## config.mk

```make
export PLATFORM = sky130hd
export DESIGN_NAME = seg7_scan_controller
export DESIGN_NICKNAME = d
export VERILOG_FILES = /design/src/rtl/seg7_pkg.sv /design/src/rtl/refresh_tick_gen.sv /design/src/rtl/seg7_scan_controller.sv
export SDC_FILE = /design/constraint.sdc
export NUM_CORES = 1
export LEC_CHECK = 0
export BUFFER_PORTS_ARGS = -buffer_cell sky130_fd_sc_hd__buf_2
export CAP_MARGIN = 0
export CORE_MARGIN = 10
export CORE_UTILIZATION = 34
export DETAILED_ROUTE_END_ITERATION = 7
export MAX_ROUTING_LAYER = met4
export PLACE_DENSITY = 0.51
export SLEW_MARGIN = 15
export SYNTH_ARGS = -nofsm -noshare
export SYNTH_HDL_FRONTEND = slang
export SYNTH_SLANG_ARGS = --single-unit
```

## constraint.sdc

```tcl
create_clock -name clk -period 3.4 [get_ports clk]
set_input_delay 0.17 -clock clk [delete_from_list [all_inputs] [get_ports clk]]
set_output_delay 0.17 -clock clk [all_outputs]
set_load 0.01 [all_outputs]
```

## src/rtl/seg7_pkg.sv

```systemverilog
// seg7_pkg: shared types and constants for the 7-segment scan controller
package seg7_pkg;
    localparam int NUM_DIGITS = 4;
    localparam logic [NUM_DIGITS-1:0] AN_OFF = 4'b1111;
    typedef enum logic {BLANK, SHOW} state_t;
    typedef struct packed {
        logic [15:0] digits;
        logic [3:0]  dp;
        logic [3:0]  blank;
    } disp_t;
    function automatic logic [NUM_DIGITS-1:0] anode(input logic [1:0] i);
        return ~(4'b0001 << i);
    endfunction
endpackage

```

## src/rtl/refresh_tick_gen.sv

```systemverilog
// refresh_tick_gen: per-digit slot counter with slot-end and dead-time-end strobes
module refresh_tick_gen #(
    parameter int REFRESH_DIV = 100000,
    parameter int DEAD_CYCLES = 1000,
    localparam int CW = $clog2(REFRESH_DIV)
) (
    input  logic          clk,
    input  logic          reset,
    output logic [CW-1:0] cnt,
    output logic          slot_end,
    output logic          dead_end
);
    localparam logic [CW-1:0] LAST = CW'(REFRESH_DIV - 1);
    localparam logic [CW-1:0] DLAST = CW'(DEAD_CYCLES - 1);
    assign slot_end = cnt == LAST;
    // no dead time means the blanking phase never ends because it never starts
    assign dead_end = (DEAD_CYCLES != 0) && (cnt == DLAST);
    always_ff @(posedge clk or posedge reset) begin
        if (reset) cnt <= '0;
        else cnt <= slot_end ? '0 : cnt + 1'b1;
    end
endmodule

```

## src/rtl/seg7_scan_controller.sv

```systemverilog
// seg7_scan_controller: double-buffered 4-digit common-anode display scanner
// with per-slot blanking gap and frame-aligned buffer swap
module seg7_scan_controller
    import seg7_pkg::*;
#(
    parameter int REFRESH_DIV = 100000,
    parameter int DEAD_CYCLES = 1000
) (
    input  logic        clk,
    input  logic        reset,
    input  logic [15:0] digits_in,
    input  logic [3:0]  dp_in,
    input  logic [3:0]  blank_in,
    input  logic        load,
    output logic        pending,
    output logic [3:0]  nibble_out,
    output logic [3:0]  an,
    output logic        dp,
    output logic        frame_done
);
    localparam int CW = $clog2(REFRESH_DIV);
    localparam logic [CW-1:0] LAST = CW'(REFRESH_DIV - 1);
    localparam state_t IDLE_STATE = (DEAD_CYCLES == 0) ? SHOW : BLANK;
    logic [CW-1:0] cnt;
    logic          slot_end, dead_end, boundary, lit;
    logic [1:0]    idx;
    state_t        state;
    disp_t         s, a, din;
    assign din = '{digits: digits_in, dp: dp_in, blank: blank_in};
    assign boundary = (idx == 2'd3) && (cnt == LAST);
    assign lit = (state == SHOW) && !a.blank[idx];
    refresh_tick_gen #(.REFRESH_DIV(REFRESH_DIV), .DEAD_CYCLES(DEAD_CYCLES)) u_tick (
        .clk(clk),
        .reset(reset),
        .cnt(cnt),
        .slot_end(slot_end),
        .dead_end(dead_end)
    );
    always_ff @(posedge clk or posedge reset) begin
        if (reset) begin
            idx        <= '0;
            state      <= IDLE_STATE;
            s          <= '0;
            a          <= '0;
            pending    <= 1'b0;
            frame_done <= 1'b0;
            nibble_out <= '0;
            an         <= AN_OFF;
            dp         <= 1'b1;
        end else begin
            idx   <= slot_end ? idx + 2'd1 : idx;
            state <= slot_end ? IDLE_STATE : (dead_end ? SHOW : state);
            if (load) s <= din;
            // a load landing on the boundary bypasses staging so it is not a frame late
            if (boundary && (load || pending)) a <= load ? din : s;
            pending    <= boundary ? 1'b0 : (load | pending);
            frame_done <= boundary;
            nibble_out <= a.digits[{idx, 2'b00} +: 4];
            an         <= lit ? anode(idx) : AN_OFF;
            dp         <= lit ? ~a.dp[idx] : 1'b1;
        end
    end
endmodule
```

# Word-level counts from Yosys, hierarchy flattened
# Index checks and enable logic that the tools add are counted.
# totals
regBits	79
inputBits	27
output_inout_bits	11
word_cells	42
# classes
add_sub_neg	2
n_lt_le_gt_ge	1
eq_ne	3
shift	2
n_mux	11
n_bitwise	3
reduce_logical	6
# op_table
operator	count
24-bit 2-to-1 mux	1
17-bit by 1-bit adder with 17-bit output (second input constant)	1
17-bit by 10-bit == test with 1-bit output (second input constant)	1
17-bit == test (second input constant)	1
17-bit 2-to-1 mux	1
16-bit by 5-bit indexed part select with 4-bit output	1
1-bit 2-to-1 mux	6
1-bit binary-select mux with 2-bit select	2
4-bit 2-to-1 mux	1
4-bit NOT	1
1-bit by 2-bit left shift with 4-bit output (first input constant)	1
1-bit logical AND	3
2-bit by 3-bit < comparator with 1-bit output (second input constant)	1
2-bit by 1-bit adder with 2-bit output (second input constant)	1
2-bit == test (second input constant)	1
2-bit nonzero test	1
1-bit logical NOT	1
1-bit logical OR	1
1-bit NOT	1
1-bit OR	1

# Depth between registers and ports, before layout
# Gate-level depths: netlist (run 1).
# depth
depth_word	5
ltp_mapped	7
ltp_nobuf	5

# Hierarchy
# From an unflattened synthesis (run 1), not the netlist that was laid out.
# unflattened
hier_cells	238
hier_area_um2	3412.0
# by_module_without_submodules
mod	instances	cells_each	area_each_um2	seq_area_each_um2
seg7_scan_controller	1	151	2473.6	1557.7
refresh_tick_gen	1	87	938.4	425.4

# Worst setup path after synthesis (run 1)
# Ideal clock, no wire load.
# synth_timing
kind	register -> register
startpoint	reg u_tick.cnt[0]
endpoint	reg a[0] (netlist name)
arrival_ns	1.783
path_slack_ns	1.492
stages_incl_launch_ff	8
path_buffers	2
period_less_slack_ns	1.908
path_cell_list	dfrtp_1 ha_1 buf_2 nand2_1 nor4_4 nand4b_4 buf_6 mux2_4
# synth_between
elab_chain_len	3
# synth_rtl
item	line	text
start: declaration	refresh_tick_gen.sv:9	output logic [CW-1:0] cnt,
start signal: assignment	refresh_tick_gen.sv:20	else cnt <= slot_end ? '0 : cnt + 1'b1;
17-bit == test	seg7_scan_controller.sv:30	assign boundary = (idx == 2'd3) && (cnt == LAST);
1-bit logical AND	seg7_scan_controller.sv:30	
1-bit logical AND	seg7_scan_controller.sv:55	if (boundary && (load || pending)) a <= load ? din : s;
end signal: assignment	seg7_scan_controller.sv:55	
end: declaration	seg7_scan_controller.sv:28	disp_t s, a, din;
# Every way passes these cells.
# A chain may end at the register's enable or synchronous reset.

# Worst setup path in the final report (run 1)
# layout_timing
startpoint	reg u_tick.cnt[0]
endpoint	reg a[17] (netlist name)
# The elaborated chain is that of the path after synthesis.

==> results.md, run 1 <==
* Vias in the first global route at 2143
* Power density cells at 445 mW/mm^2
* Syn nets at 261
* Clk_lat worst skew at 350 ps
* RSZ-0062 raised after global routing: no
* Post-synth top flop: dfrtp_1
* Pwr Total at 1.75 mW
* Mean post-synth cell area at 14.8 um^2
* Synth area leader: dfrtp_1
* VDD IR-drop max at 0.233 mV
* CP cell instances: ha_1 -> nand2_1 -> nor4_4 -> nand4b_4 -> mux2_4
* Initial antenna violation count at 0
* R2r startpoint: u_tick.cnt[0]$_DFF_PP0_
* TritonCTS Buffers at 9
* Initial drt markers at 25
* Mapped cell area at 0.00340 mm^2
* CTS root buf: clkbuf_8
* Minimum clock period at 2450 ps
* Crit path max fanout at 24
* Total Wirelength at 6290 um
* Hold path start: digits_in[4]
* Sequential power share at 0.557
* Worst path required time at 3630 ps
* Most frequent cell after synthesis: dfrtp_1
* Hold Path End: s[12]$_DFF_PP0_
* Grt ovf at 0
* Largest net degree at the start of global routing at 47
* Sink Count at 79
* Gpl congestion at 0.738
* Reg-to-Reg End: a[17]$_DFFE_PP0P_
* Vias/cell at 4.66
* Hold violation count in the final report at 0
* CP Capture Type: register
* Leading cell types by count after synthesis: dfrtp_1, mux2_2, mux2_4
* Final Cycle Share at 0.721
* Worst Hold Class: primary input to register
* FILL cells at 954
* Layout Utilization at 0.404
* LEAKAGE at 1.81 nW
* Final Cell Area at 0.00393 mm^2
* Worst hold stages at 2
* CP max stage delay at 560 ps
* Final setup fails at 0
* Pins Over Slew Limit at 0
* Asr flop ratio synth at 1.00
* Initial Utilization at 0.349
* Routed len/inst at 15.3 um
* Logic pwr share at 0.047
* CP Class: register to register
* Syn. warnings at 0
* GR Layer Usage met2 at 0.144
* ANT nets after route at 0
* Reg clk slew, reported paths at 90 ps
* GRT Max-Usage Layer: met2
* DP Area at 0.00372 mm^2
* H-tree levels at 3
* Sum of negative setup slack at 0 ps
* Synth top area share at 0.545
* Grt met1 use at 0.119
* Post-cts resize count at 0
* Share of cells above drive strength 1 at 0.440
* Seq/Total Area, Yosys at 0.584
* DRC viols at 0
* Die height at 120 um
* Clk pwr share at 0.396
* Die area at 0.0144 mm^2
* Switching Fraction at 0.228
* Setup Skew at 14.0 ps
* Row Count at 36
* Core box area at 0.00973 mm^2
* Total I/O pin count at 38
* GRT Resource Usage Total at 0.0954
* Drt pass-1 iters at 3
* DP HPWL at 4330 um
* Fmax at 408 MHz
* Startpoint Class: register
* Chip Width at 120 um
* R2r setup slk at 950 ps
* Max cap viols at 0
* Slew HR at 0.487
* NetSw at 0.398 mW
* CTS tree: done
* Critical Path Slowest Stage Cell: nand4b_4
* PortBufs at 37
* Post-synth EDFFs at 0
* Arrival @ worst endpoint at 2690 ps
* Clk buf depth at 2
* Netlist cell types at 35
* Internal power at 1.35 mW
* Wire length of the first global-routing pass at 10800 um
* Grt met3 use at 0.0239
* Number of synthesized register bits at 79
* Synth Instances at 229
* Area contributors post-synth: dfrtp_1, mux2_2, mux2_4
* R2R depth at 5
* Diodes inserted at 0
* Layout area overhead at 15.6%
* Actual slew at the worst max-slew pin at 768 ps
* Post-layout nets at 304
* Outcome: finished clean
* DR vias at 1911
==> placed cells by master, fill, tap and decap left out, types with 2 or more instances in the layout <==
cell type / instances
ha_1: 5
mux4_2: 6
buf_4: 4
buf_2: 37
nor4b_1: 2
and3_1: 2
nor2_1: 10
nand2_1: 7
nand3_1: 5
o21ai_0: 3
dfstp_2: 5
xnor2_1: 11
inv_6: 2
o31ai_1: 2
inv_1: 5
xor2_1: 3
and2_1: 4
dfrtp_1: 74
clkinv_2: 3
clkbuf_8: 9
or4_1: 2
mux2_2: 28
and4_1: 2
a21oi_1: 2
mux2_4: 20
nor3_1: 2
nand4_1: 8
==> power by group through the flow <==
stage,combinational (mW),clock (mW),sequential (mW)
detailed placement,0.0848,0,0.992
global route,0.0943,0.759,0.976
CTS,0.0861,0.716,0.974
global placement,0.0847,0,0.991
floorplan,0.0549,0,0.990
finish,0.0824,0.692,0.973
==> what timing repair did <==
item / in CTS / in global routing
buffers inserted: 0 / 0
hold buffers: 1 / 0
hold endpoints to repair: 45 / 0
endpoints found under the setup margin: 0 / 0
==> sequential cells by signal (all words and copies together) (netlist names) <==
name and flops:
an 4, frame_done 1, u_tick.cnt 17, pending 1, s 24, state 1
dp 1, nibble_out 4, idx 2, a 24
==> routing by layer <==
layer  part of all wire  vias to the layer above
met5                  0                        -
li1                   -                      900
met4              0.019                        0
met3              0.031                        9
met1               0.48                      970
met2               0.47                       32
==> through the flow <==
| stage | hold slack (ps) | setup WS, ps | instances |
|---|---|---|---|
| detailed placement | 333 | 906 | 393 |
| CTS | 49.6 | 907 | 410 |
| global route | 58.9 | 758 | 410 |
| floorplan | 335 | 1210 | 229 |
| finish | 66.7 | 948 | 410 |
| global placement | 341 | 1000 | 393 |
==> kinds of logic after synthesis <==
kind of cell    share of synthesized area
buf+inv                            0.0232
fa+ha+maj                          0.0184
mux                                 0.221
xor+xnor                           0.0361
simple gates                        0.105
flops                               0.584
compound gates                     0.0118
==> layout make-up <==
| type | instances | area (um^2) | share of cell area |
|---|---|---|---|
| Multi-Input combinational cell | 134 | 1330 | 0.340 |
| Clock inverter | 6 | 66.3 | 0.0169 |
| Inverter | 6 | 23.8 | 0.00605 |
| Timing Repair Buffer | 42 | 225 | 0.0574 |
| Sequential cell | 79 | 1980 | 0.505 |
| Tap cell | 133 | 166 | 0.0424 |
| Clock buffer | 10 | 128 | 0.0325 |
==> how the worst max path moves through the flow <==
stage | from | endpoint | slack [ps] | depth (start not counted)
floorplan | reset | a[0]$_DFFE_PP0P_ | 1210 | 1
detailed placement | u_tick.cnt[0]$_DFF_PP0_ | a[1]$_DFFE_PP0P_ | 910 | 5
CTS | u_tick.cnt[0]$_DFF_PP0_ | a[4]$_DFFE_PP0P_ | 910 | 5
global route | u_tick.cnt[0]$_DFF_PP0_ | a[1]$_DFFE_PP0P_ | 760 | 5
global placement | u_tick.cnt[0]$_DFF_PP0_ | a[15]$_DFFE_PP0P_ | 1000 | 5
finish | u_tick.cnt[0]$_DFF_PP0_ | a[17]$_DFFE_PP0P_ | 950 | 5
==> critical path, delay by kind of cell (launching register included) <==
kind,cells,cell delay [ps]
flops,1,420
fa+ha+maj,1,340
simple gates,3,1080
mux,1,490
(Power assumes the default switching activity.)
==> run 2, diff against run 1 <==
ABC_AREA = 1   (was not set)
PLACE_DENSITY = 0.53   (was 0.51)
clock period = 2.1 ns   (was 3.4 ns; I/O delays follow)
==> run 2 against run 1 <==
Net effect:
- worst setup slack lost 680 ps
- hold slack lost 61 ps
- fmax grew 34%
- critical path type unchanged
- largest cell class unchanged
==> results.md, run 2 <==
* Worst Hold Class: primary input to register
* Core box area at 0.0104 mm^2
* Vias in the first global route at 2922
* Synth Instances at 415
* Gpl congestion at 0.879
* Wire length of the first global-routing pass at 14300 um
* Post-synth EDFFs at 0
* DP HPWL at 5780 um
* Synth area leader: dfrtp_1
* Clk_lat worst skew at 350 ps
* Routed len/inst at 13.5 um
* DRC viols at 0
* Regs by FF count: a x24, s x24, u_tick.cnt x17
* Sum of negative setup slack at 0 ps
* Startpoint Class: register
* Die height at 123 um
* LEAKAGE at 2.24 nW
* Minimum clock period at 1830 ps
* Max cap viols at 0
* Vias/cell at 4.53
* Leading cell types by count after synthesis: nand2_1, dfrtp_1, nor2_1
* Worst path required time at 2330 ps
* GRT Resource Usage Total at 0.122
* Initial antenna violation count at 0
* RSZ-0062 raised after global routing: no
* Total I/O pin count at 38
* Arrival @ worst endpoint at 2070 ps
* Final Cycle Share at 0.873
* DR vias at 2793
* Syn. warnings at 0
* Fmax at 545 MHz
* Largest net degree at the start of global routing at 35
* TritonCTS Buffers at 9
* DP Area at 0.00397 mm^2
* Chip Width at 123 um
* H-tree levels at 3
* CP Class: register to register
* Die area at 0.0152 mm^2
* Outcome: finished clean
* Reg clk slew, reported paths at 80 ps
* Diodes inserted at 0
* Syn nets at 447
* Initial Utilization at 0.349
* Most frequent cells in the layout: nand2_1, dfrtp_1, nor2_1, buf_2, inv_1
* Number of synthesized register bits at 79
* Critical Path Slowest Stage Cell: dfrtp_1
* Drt pass-1 iters at 5
* Area contributors post-synth: dfrtp_1, nand2_1, nand4_1
* Setup Skew at 9.38 ps
* CP max stage delay at 660 ps
* CP cell instances: ha_1 -> nand4_4 -> nand2_1 -> nand2_1
* CTS tree: done
* Post-synth top flop: dfrtp_1
* Asr flop ratio synth at 1.00
* Seq/Total Area, Yosys at 0.547
* Mapped cell area at 0.00362 mm^2
* Grt ovf at 0
* Final Cell Area at 0.00436 mm^2
* Most frequent CP cell: nand2_1
* CTS root buf: clkbuf_8
* CP Capture Type: register
* Most frequent cell after synthesis: nand2_1
* ANT nets after route at 0
* Synth top area share at 0.511
* Netlist cell types at 29
* Initial drt markers at 113
* Post-layout nets at 507
* Pins Over Slew Limit at 0
* Slew HR at 0.540
* Leading cell type in the layout, fill and taps excluded: nand2_1
* Power density cells at 642 mW/mm^2
* Hold violation count in the final report at 0
* Hold WS at 5.33 ps
* Mean post-synth cell area at 8.73 um^2
* Total Wirelength at 8290 um
* Clk buf depth at 2
* Final setup fails at 0
* Sink Count at 79
* Layout area overhead at 20.5%
* Crit path max fanout at 24
* VDD IR-drop max at 0.220 mV
* Share of cells above drive strength 1 at 0.188
* Row Count at 37
* PortBufs at 37
* Actual slew at the worst max-slew pin at 688 ps
## run 2: cell count changes in the layout (fill, tap and decap cells not counted), moves of 5 or more
cell,before,now
mux2_4,20,0
dlygate4sd3_1,1,21
mux2_2,28,0
o22ai_1,0,5
nand2_2,0,10
mux4_2,6,0
o21ai_0,3,13
nand3_1,5,13
xnor2_1,11,0
nand2_1,7,145
inv_1,5,28
nand4_1,8,27
xor2_1,3,10
nor2_1,10,38
## run 2: final cells by class
type | instances | area [um^2]
timing repair buffer | 67 | 488
fill | 1075 | 6010
clock buffer | 14 | 173
clock inverter | 2 | 13.8
tap | 136 | 170
multi-input combinational | 286 | 1410
inverter | 32 | 124
sequential | 79 | 1980
## run 2: path summary, 6_finish.rpt
kind                                      to                from  cells after the start  slack [ps]
setup / recovery           a[17]$_DFFE_PP0P_  idx[0]$_DFFE_PP0N_                      4         270
hold / removal               s[20]$_DFF_PP0_       digits_in[12]                      3           5
setup reg to reg           a[17]$_DFFE_PP0P_  idx[0]$_DFFE_PP0N_                      4         270
hold reg to reg              s[15]$_DFF_PP0_     s[15]$_DFF_PP0_                      2         470
max in group asynchronous  a[10]$_DFFE_PP0P_               reset                      4        1030
min in group asynchronous    s[10]$_DFF_PP0_               reset                      3         400
## run 2: through the flow
stage          instances  power, mW  setup slack [ps]   util
2_1_floorplan        415       1.68               670      -
3_3_place_gp         579       1.73               289  0.383
3_5_place_dp         579       1.74               268  0.383
4_1_cts              616       2.84               256  0.421
5_1_grt              616       2.95              90.1  0.421
6_report             616       2.80               266  0.421
## run 2: logic make-up (layout without fill, tap and decap cells)
logic type      after synthesis  in the layout  synth area share
buf+inv                      50            115            0.0625
compound gates               20             20            0.0301
fa+ha+maj                     5              5            0.0173
simple gates                251            251             0.318
flops                        79             79             0.547
xor+xnor                     10             10            0.0242
## run 2: repair_timing
| action | 4_1_cts | 5_1_grt |
|---|---|---|
| gates resized for setup | 0 | 0 |
| hold endpoints to repair | 43 | 0 |
| hold buffers | 21 | 0 |
| setup buffers | 0 | 0 |
## run 2: worst max-delay path, delay by kind of cell (launching register included)
kind,cells,cell delay (ps)
AND/OR/NAND/NOR,3,670
flip-flops,1,660
adder cells (fa/ha/maj),1,390
## run 2: where the power goes
part	leakage, nW	switching (mW)	internal [mW]
Combinational	1.11	0.0934	0.0689
Clock	0.0967	0.539	0.529
Sequential	1.02	0.0101	1.56
Total	2.24	0.642	2.16
## run 2: metal layers
metal	global-route usage	vias up	share of wire
li1	-	1439	-
met1	0.156	1294	0.48
met4	0.0459	0	0.0076
met5	-	-	0
met3	0.0301	6	0.046
met2	0.184	54	0.46
==> run 3, diff against run 2 <==
--- a/config.mk
+++ b/config.mk
@@ -11,4 +11,5 @@
 export CORE_MARGIN = 10
 export CORE_UTILIZATION = 34
+export CTS_BUF_LIST = sky130_fd_sc_hd__clkbuf_4 sky130_fd_sc_hd__clkbuf_8 sky130_fd_sc_hd__clkbuf_16
 export DETAILED_ROUTE_END_ITERATION = 7
 export MAX_ROUTING_LAYER = met4
==> constraint.sdc (replaced) <==
create_clock -name clk -period 2.1 [get_ports clk]
set_input_delay 0.315 -clock clk [delete_from_list [all_inputs] [get_ports clk]]
set_output_delay 0.315 -clock clk [all_outputs]
set_load 0.01 [all_outputs]
==> run 3 against run 2 <==
Net effect:
- highest routed layer unchanged
- wire length shrank 1.5%
- non-clock buffer count fell by 20
- total power increased by 1.2%
- critical endpoint unchanged
- register-to-register slack barely moved
- critical path type unchanged
==> results.md, run 3 (same netlist as run 2, synthesis figures left out) <==
* Final Cycle Share at 0.867
* Crit path max fanout at 24
* Initial Utilization at 0.349
* Final setup fails at 0
* TritonCTS Buffers at 9
* Post-layout nets at 487
* Clk buf depth at 2
* Reg clk slew, reported paths at 80 ps
* Chip Width at 123 um
* Total Wirelength at 8170 um
* VDD IR-drop max at 0.269 mV
* Actual slew at the worst max-slew pin at 508 ps
* CTS tree: done
* Hold violation count in the final report at 0
* Gpl congestion at 0.876
* Die area at 0.0152 mm^2
* Sink Count at 79
* CP max stage delay at 670 ps
* CP Capture Type: register
* Pins Over Slew Limit at 0
* Multi-input logic area at 0.00141 mm^2
* DP HPWL at 5780 um
* Minimum clock period at 1820 ps
* Most frequent cells in the layout: nand2_1, dfrtp_1, nor2_1, buf_2, inv_1
* Power density cells at 679 mW/mm^2
* Fmax at 549 MHz
* DP Area at 0.00397 mm^2
* Placed cells at 579
* Wire length of the first global-routing pass at 14100 um
* Routed len/inst at 13.7 um
* Final worst slack at 280 ps
* Startpoint Class: register
* Diodes inserted at 0
* Hold WS at 188 ps
* H-tree levels at 3
* Row Count at 37
* Vias/cell at 4.58
* Share of cells above drive strength 1 at 0.200
* RSZ-0062 raised after global routing: no
* Vias in the first global route at 2855
* CP Class: register to register
* Setup bufs post-CTS at 0
* GRT Resource Usage Total at 0.120
* Final Cell Area at 0.00417 mm^2
* Largest net degree at the start of global routing at 38
* Setup Skew at 11.7 ps
* Initial drt markers at 87
* Critical Path Slowest Stage Cell: dfrtp_1
* Sum of negative setup slack at 0 ps
* LEAKAGE at 2.16 nW
* Outcome: finished clean
* Slew HR at 0.661
* Leading cell type in the layout, fill and taps excluded: nand2_1
* Worst Hold Class: primary input to register
* FILL cells at 1093
* Most frequent CP cell: nand2_1
* Max cap viols at 0
* Core box area at 0.0104 mm^2
* Seq. cell area at 0.00198 mm^2
* Layout area overhead at 15.2%
* Worst path required time at 2330 ps
* ANT nets after route at 0
* DR vias at 2731
* DRC viols at 0
* Grt ovf at 0
* CP cell instances: ha_1 -> nand4_4 -> nand2_1 -> nand2_1
* Pwr Total at 2.83 mW
* Total I/O pin count at 38
* Layout Utilization at 0.402
* Layout Cells excl Fill at 596
* Initial antenna violation count at 0
* Die height at 123 um
* PortBufs at 37
* Arrival @ worst endpoint at 2050 ps
* Clk_lat worst skew at 350 ps
* Regs by FF count: a x24, s x24, u_tick.cnt x17
* Drt pass-1 iters at 4
* CTS root buf: clkbuf_8
* Pre-CTS setup slack at 273 ps
==> run 3: critical path, delay by kind of cell (launching register included) <==
family | cells | cell delay (ps)
flops | 1 | 670
simple gates | 3 | 660
fa+ha+maj | 1 | 380
==> run 3: timing repair <==
action | in CTS | in global routing
hold endpoints to repair | 1 | 0
hold buffers | 1 | 0
gates resized for setup | 0 | 0
setup endpoints to repair | 0 | 0
==> run 3: power breakdown <==
| part | switching [mW] | total (mW) | internal (mW) |
|---|---|---|---|
| Sequential | 0.0109 | 1.57 | 1.56 |
| Clock | 0.541 | 1.13 | 0.588 |
| Combinational | 0.0886 | 0.133 | 0.0447 |
==> run 3: worst paths after layout <==
kind	start	slack, ps	cells after the start	endpoint
max in group asynchronous	reset	860	4	an[0]$_DFF_PP1_
min in group asynchronous	reset	550	3	s[5]$_DFF_PP0_
setup reg to reg	idx[0]$_DFFE_PP0N_	280	4	a[17]$_DFFE_PP0P_
hold reg to reg	a[19]$_DFFE_PP0P_	480	2	a[19]$_DFFE_PP0P_
setup / recovery	idx[0]$_DFFE_PP0N_	280	4	a[17]$_DFFE_PP0P_
hold / removal	digits_in[13]	190	3	s[21]$_DFF_PP0_
==> run 3: per-layer routing <==
| metal | wire length [um] | vias up | share of wire | global-route usage |
|---|---|---|---|---|
| met3 | 369 | 12 | 0.045 | 0.0305 |
| met1 | 3990 | 1275 | 0.49 | 0.158 |
| met5 | 0 | - | 0 | - |
| met4 | 164 | 0 | 0.020 | 0.0473 |
| li1 | - | 1391 | - | - |
| met2 | 3650 | 53 | 0.45 | 0.174 |
==> run 3: final cells by class <==
class | count | share of cell area
Clock inverter | 4 | 0.0117
Tap cell | 136 | 0.0408
Clock buffer | 12 | 0.0351
Sequential cell | 79 | 0.475
Inverter | 32 | 0.0297
Timing Repair Buffer | 47 | 0.0690
Multi-Input combinational cell | 286 | 0.339
